==> src/rtl/mpeg2_pkg.sv <==
// rtl/mpeg2_pkg.sv - shared grid constants and scheduler FSM encoding for the motion-estimation path
package mpeg2_pkg;

    localparam int MB_SIZE     = 16;
    localparam int DEF_MB_COLS = 40;
    localparam int DEF_MB_ROWS = 30;
    localparam int DEF_GOP_LEN = 12;

    // Wide enough for 64 macroblock columns/rows; ix/iy are {count,4'b0} in 10 bits.
    localparam int GRID_W = 6;

    typedef logic [2:0] sched_state_t;

    localparam sched_state_t ST_IDLE  = 3'd0;
    localparam sched_state_t ST_ISSUE = 3'd1;
    localparam sched_state_t ST_ACK   = 3'd2;
    localparam sched_state_t ST_RUN   = 3'd3;
    localparam sched_state_t ST_NEXT  = 3'd4;
    localparam sched_state_t ST_DONE  = 3'd5;

endpackage

==> src/rtl/mb_grid_counter.sv <==
// rtl/mb_grid_counter.sv - raster-order macroblock column/row counter with last-macroblock flag
module mb_grid_counter
    import mpeg2_pkg::*;
#(
    parameter int MB_COLS = DEF_MB_COLS,
    parameter int MB_ROWS = DEF_MB_ROWS
) (
    input  logic              clk,
    input  logic              rst,
    input  logic              clr,
    input  logic              adv,
    output logic [GRID_W-1:0] col,
    output logic [GRID_W-1:0] row,
    output logic              last_mb
);

    logic last_col;

    assign last_col = (col == GRID_W'(MB_COLS - 1));
    assign last_mb  = last_col && (row == GRID_W'(MB_ROWS - 1));

    always_ff @(posedge clk or posedge rst) begin
        if (rst) begin
            col <= '0;
            row <= '0;
        end else if (clr) begin
            col <= '0;
            row <= '0;
        end else if (adv) begin
            if (last_col) begin
                col <= '0;
                row <= row + 1'b1;
            end else begin
                col <= col + 1'b1;
            end
        end
    end

endmodule

==> src/rtl/me_frame_scheduler.sv <==
// rtl/me_frame_scheduler.sv - per-frame macroblock sequencer for the motion estimator; SCHED_PERF_EN adds perf_cycles
module me_frame_scheduler
    import mpeg2_pkg::*;
#(
    parameter int          MB_COLS   = DEF_MB_COLS,
    parameter int          MB_ROWS   = DEF_MB_ROWS,
    parameter int          GOP_LEN   = DEF_GOP_LEN,
    parameter logic [31:0] REF_BASE0 = 32'h0000_0000,
    parameter logic [31:0] REF_BASE1 = 32'h0004_B000
) (
    input  logic        clk,
    input  logic        rst,
    input  logic        start,
    input  logic        abort,
    input  logic        out_ready,
    output logic        busy,
    output logic        frame_done,
    output logic        me_en,
    input  logic        me_rdy,
    output logic [9:0]  me_ix,
    output logic [9:0]  me_iy,
    output logic        me_intra,
    output logic        me_writeback,
`ifdef SCHED_PERF_EN
    output logic [31:0] perf_cycles,
`endif
    output logic [31:0] me_base
);

    localparam int GOP_W = (GOP_LEN > 1) ? $clog2(GOP_LEN) : 1;

    sched_state_t      state;
    logic [GOP_W-1:0]  gop_idx;
    logic              ref_sel;
    logic [GRID_W-1:0] col;
    logic [GRID_W-1:0] row;
    logic              last_mb;
    logic              grid_clr;
    logic              grid_adv;

    assign grid_clr = (state == ST_IDLE) && start;
    assign grid_adv = (state == ST_NEXT) && !abort && !last_mb;

    mb_grid_counter #(
        .MB_COLS (MB_COLS),
        .MB_ROWS (MB_ROWS)
    ) u_grid (
        .clk     (clk),
        .rst     (rst),
        .clr     (grid_clr),
        .adv     (grid_adv),
        .col     (col),
        .row     (row),
        .last_mb (last_mb)
    );

    // The counter only moves in NEXT, so ix/iy hold from ISSUE through RUN.
    assign me_ix      = {col, 4'b0000};
    assign me_iy      = {row, 4'b0000};
    assign me_en      = (state == ST_ISSUE) && me_rdy && out_ready;
    assign frame_done = (state == ST_DONE);
    assign me_base    = ref_sel ? REF_BASE1 : REF_BASE0;

    always_ff @(posedge clk or posedge rst) begin
        if (rst) begin
            state        <= ST_IDLE;
            busy         <= 1'b0;
            me_intra     <= 1'b0;
            me_writeback <= 1'b0;
            gop_idx      <= '0;
            ref_sel      <= 1'b0;
        end else begin
            case (state)
                ST_IDLE: begin
                    if (start) begin
                        state        <= ST_ISSUE;
                        busy         <= 1'b1;
                        me_intra     <= (gop_idx == '0);
                        me_writeback <= (gop_idx != GOP_W'(GOP_LEN - 1));
                    end
                end
                ST_ISSUE: if (me_rdy && out_ready) state <= ST_ACK;
                ST_ACK:   if (!me_rdy) state <= ST_RUN;
                ST_RUN:   if (me_rdy) state <= ST_NEXT;
                ST_NEXT: begin
                    // An aborted frame leaves GOP position and reference select untouched.
                    if (abort) begin
                        state <= ST_IDLE;
                        busy  <= 1'b0;
                    end else if (last_mb) begin
                        state <= ST_DONE;
                    end else begin
                        state <= ST_ISSUE;
                    end
                end
                ST_DONE: begin
                    state   <= ST_IDLE;
                    busy    <= 1'b0;
                    gop_idx <= (gop_idx == GOP_W'(GOP_LEN - 1)) ? '0 : gop_idx + 1'b1;
                    if (me_writeback) ref_sel <= ~ref_sel;
                end
                default: state <= ST_IDLE;
            endcase
        end
    end

`ifdef SCHED_PERF_EN
    always_ff @(posedge clk or posedge rst) begin
        if (rst) begin
            perf_cycles <= '0;
        end else if (grid_clr) begin
            perf_cycles <= '0;
        end else if (busy) begin
            perf_cycles <= perf_cycles + 32'd1;
        end
    end
`endif

endmodule

==> config.mk <==
export PLATFORM = sky130hd
export DESIGN_NAME = me_frame_scheduler
export DESIGN_NICKNAME = d
export VERILOG_FILES = /design/src/rtl/mpeg2_pkg.sv /design/src/rtl/mb_grid_counter.sv /design/src/rtl/me_frame_scheduler.sv
export SDC_FILE = /design/constraint.sdc
export NUM_CORES = 1
export LEC_CHECK = 0
export CORE_MARGIN = 1
export CORE_UTILIZATION = 43
export CTS_CLUSTER_SIZE = 12
export DETAILED_ROUTE_END_ITERATION = 16
export HOLD_SLACK_MARGIN = 0.12
export PLACE_DENSITY = 0.8
export SETUP_SLACK_MARGIN = 0.05
export SYNTH_ARGS = -nofsm -noshare
export SYNTH_HDL_FRONTEND = slang
export SYNTH_SLANG_ARGS = --single-unit
==> constraint.sdc <==
create_clock -name clk -period 2.6 [get_ports clk]
set_clock_uncertainty 0.05 [all_clocks]
set_input_delay 0.52 -clock clk [delete_from_list [all_inputs] [get_ports clk]]
set_output_delay 0.52 -clock clk [all_outputs]
set_load 0.005 [all_outputs]
==> impl_metrics.py, run 1 <==
metrics = {
    "status": {
        "run_status": "completed",
    },
    "critical_path": {
        "worst-path-max-fanout": 2,
        "critPathRequiredTime_ns": 2.03,
        "critPathLaunchType": "primary input",
        "crit_end_category": "output port",
        "timing.critical_path.arrival_ns": 1.89,
        "worstSetupPathType": "primary input to output port",
    },
    "grt": {
        "grt_max_degree": 24,
        "grt_antenna_before_repair": 0,
        "wire_length_of_the_first_global_routing_pass_mm": 4.69,
        "track_usage_pct": 15.4,
        "grt_overflow": 0,
        "first_global_vias": 1045,
    },
    "cts": {
        "cts_hold_buffers": 0,
        "clk_lat_worst_skew_ns": 0.32,
        "tritoncts": "built",
        "tritoncts_num_sinks": 23,
        "cts-htree-levels": 1,
        "clock-root-buffer": "sky130_fd_sc_hd__clkbuf_4",
        "cts_repair_resize_count": 0,
        "cts_post_setup_buffers_inserted": 0,
        "tritoncts.num_buffers": 3,
        "maximum_buffer_depth_of_the_clock_tree": 2,
        "clk_pin_slew_ns": 0.13,
    },
    "drt": {
        "top_signal_layer_used": "met4",
        "route.detailed.wl_per_inst_um": 11.0,
        "avgViaCountPerCell": 4.76,
        "vias": 1180,
        "final_wirelength_mm": 2.72,
        "postRouteAntennaNets": 0,
        "drc": 0,
        "wl_met1_mm": 1.24,
        "drt-initial-drc-count": 29,
        "dr.pass1.iters": 4,
        "route.met2.wl_mm": 1.27,
        "met3RoutedLength_um": 141,
    },
    "die": {
        "num_rows": 21,
        "fp.dieH_um": 62.1,
        "die_w_um": 62.1,
        "design.portCount": 63,
        "dieArea_mm2": 0.00386,
        "design.core.area_mm2": 0.00339,
        "initial_core_util_pct": 45.8,
    },
    "logic_synthesis": {
        "synth.top_cell.area_share_pct": 37.0,
        "ys_async_sr_fraction_pct": 100,
        "synth_ff_type": "sky130_fd_sc_hd__dfrtp_1",
        "synth_top_cells_by_area": "sky130_fd_sc_hd__dfrtp_1 (37%), sky130_fd_sc_hd__buf_4 (20%), sky130_fd_sc_hd__o21ai_0 (4.2%)",
        "number_of_flip_flops_and_latches_in_the_synthesized_netlist": 23,
        "synth.yosys.seq_area_share_pct": 37.0,
        "syn-instance-count": 174,
        "synth_top_area_cell": "sky130_fd_sc_hd__dfrtp_1",
        "synth_cell_types": 38,
        "avgSynthCellArea_um2": 8.93,
        "ys_warn_count": 0,
        "mappedNetlistArea_mm2": 0.00155,
        "synth_edf_count": 0,
    },
    "hold_path": {
        "min-delay-path-class": "register to register",
    },
    "timing": {
        "period_share_pct": 94.8,
        "hold_viol": 0,
        "drv_slew": 0,
        "post-route-min-period_ns": 2.46,
        "finalSetupViolCount": 0,
        "timing.slew.headroom_pct": 62.6,
        "timing_worst_slew_pin_value_ns": 0.558,
        "rsz0062_at_grt": "no",
        "final_critical_path_setup_slack_ns": 0.136,
        "max_freq_mhz": 406,
    },
    "layout": {
        "mostFrequentLayoutCell": "sky130_fd_sc_hd__conb_1",
        "filler_cell_count": 333,
        "post_layout_nonfiller_instances": 248,
        "drive_gt1_share_pct": 10.9,
        "fin_nets": 214,
        "antenna_cells_inserted": 0,
        "p_r_area_growth_vs_syn_pct": 13.8,
        "finalInstanceArea_mm2": 0.00177,
        "most-common-layout-cells": "sky130_fd_sc_hd__conb_1 (36), sky130_fd_sc_hd__clkdlybuf4s50_1 (26), sky130_fd_sc_hd__dfrtp_1 (23), sky130_fd_sc_hd__o21ai_0 (13), sky130_fd_sc_hd__a21oi_1 (11)",
    },
    "pwr": {
        "fin_total_pwr_uw": 1030,
        "power_density_mw_per_mm2": 585,
        "power.leakage_uw": 0.000762,
        "max-vdd-ir-drop_uv": 269,
    },
    "placed_design": {
        "placed_cell_area_mm2": 0.00174,
        "place_inst": 244,
        "placement.setup.worst_slack_ns": -0.0693,
        "detailedPlacementHpwl_mm": 2.05,
        "place_congestion": 0.816,
        "port-buffer-count": 26,
    },
    "flow_run": {
        "cap_viol_max_count": 0,
    },
}
## per-layer routing
| metal | GRT usage, % | up-vias |
|---|---|---|
| met1 | 20.0 | 556 |
| li1 | - | 578 |
| met5 | 0 | - |
| met4 | 8.72 | 0 |
| met2 | 24.6 | 42 |
| met3 | 2.02 | 4 |
## worst max-delay path: stages
cell                              delay (ns)
sky130_fd_sc_hd__clkdlybuf4s50_1        0.48
sky130_fd_sc_hd__nand2_1                0.07
sky130_fd_sc_hd__nor4b_1                0.28
sky130_fd_sc_hd__clkdlybuf4s50_1        0.55
## cell usage after synthesis, types with 2 or more instances
master and n:
sky130_fd_sc_hd__clkbuf_1 3, sky130_fd_sc_hd__dfrtp_1 23, sky130_fd_sc_hd__nor4b_1 3, sky130_fd_sc_hd__nor3b_1 2, sky130_fd_sc_hd__or3_1 3, sky130_fd_sc_hd__or4_1 3, sky130_fd_sc_hd__inv_1 9, sky130_fd_sc_hd__a21oi_1 11
sky130_fd_sc_hd__or2_2 2, sky130_fd_sc_hd__ha_1 5, sky130_fd_sc_hd__o31ai_1 3, sky130_fd_sc_hd__nor2_1 9, sky130_fd_sc_hd__nand3b_1 2, sky130_fd_sc_hd__buf_4 41, sky130_fd_sc_hd__nor3_1 3, sky130_fd_sc_hd__o21ai_0 13
sky130_fd_sc_hd__xnor2_1 2, sky130_fd_sc_hd__nand3_1 7, sky130_fd_sc_hd__mux2_2 2, sky130_fd_sc_hd__nand2_1 10
## kinds of logic after synthesis
group / after synthesis / synth area share [%]
buf+inv: 55 / 23.8
simple gates: 52 / 19.3
compound gates: 32 / 11.8
flops: 23 / 37.0
fa+ha+maj: 5 / 4.03
xor+xnor: 3 / 1.69
mux: 3 / 2.09
other cells: 1 / 0.241
## per-stage QoR
step	hold WS, ns	TNS [ns]	util [%]
2_1_floorplan	0.410	0	-
3_3_place_gp	0.404	-0.000862	51.4
3_5_place_dp	0.407	-0.196	51.4
4_1_cts	0.436	0	52.2
5_1_grt	0.461	0	52.2
6_report	0.431	0	52.2
## power by group
part	leakage (uW)	switching (uW)	total (uW)	internal [uW]
registers	0.000301	72.0	495	423
logic	0.000444	170	371	201
clock network	0.0000177	110	168	57.6
## path summary, 6_finish.rpt
kind | start | to | slack, ns | depth (start not counted)
hold reg to reg | me_intra$_DFFE_PP0P_ | me_intra$_DFFE_PP0P_ | 0.43 | 2
hold / removal | me_intra$_DFFE_PP0P_ | me_intra$_DFFE_PP0P_ | 0.43 | 2
max in group asynchronous | rst | busy$_DFFE_PP0P_ | 1.79 | 3
setup / recovery | me_rdy | me_en | 0.14 | 4
setup reg to reg | u_grid.col[0]$_DFFE_PP0P_ | u_grid.row[5]$_DFFE_PP0P_ | 0.28 | 5
min in group asynchronous | rst | u_grid.col[3]$_DFFE_PP0P_ | 0.48 | 3
## sequential cells by signal (all words and copies together), names as in the netlist
signal        cells
gop_idx           4
state             3
ref_sel           1
u_grid.col        6
me_intra          1
busy              1
me_writeback      1
u_grid.row        6
## cell type report
class                           instances  area [um^2]  area share, %
Tap cell                               46         57.6           3.25
Clock buffer                            3         22.5           1.27
Multi-Input combinational cell        131          747           42.2
Timing Repair Buffer                   35          328           18.5
Clock inverter                          1         5.00          0.283
Sequential cell                        23          576           32.5
Inverter                                9         33.8           1.91
No activity file was read; power rests on OpenSTA's default activity.
==> run 2, diff against run 1 <==
SETUP_SLACK_MARGIN = unset   (was 0.05)
==> results of run 2 <==
No change in the layout: final DEF, timing and power equal those of run 1.
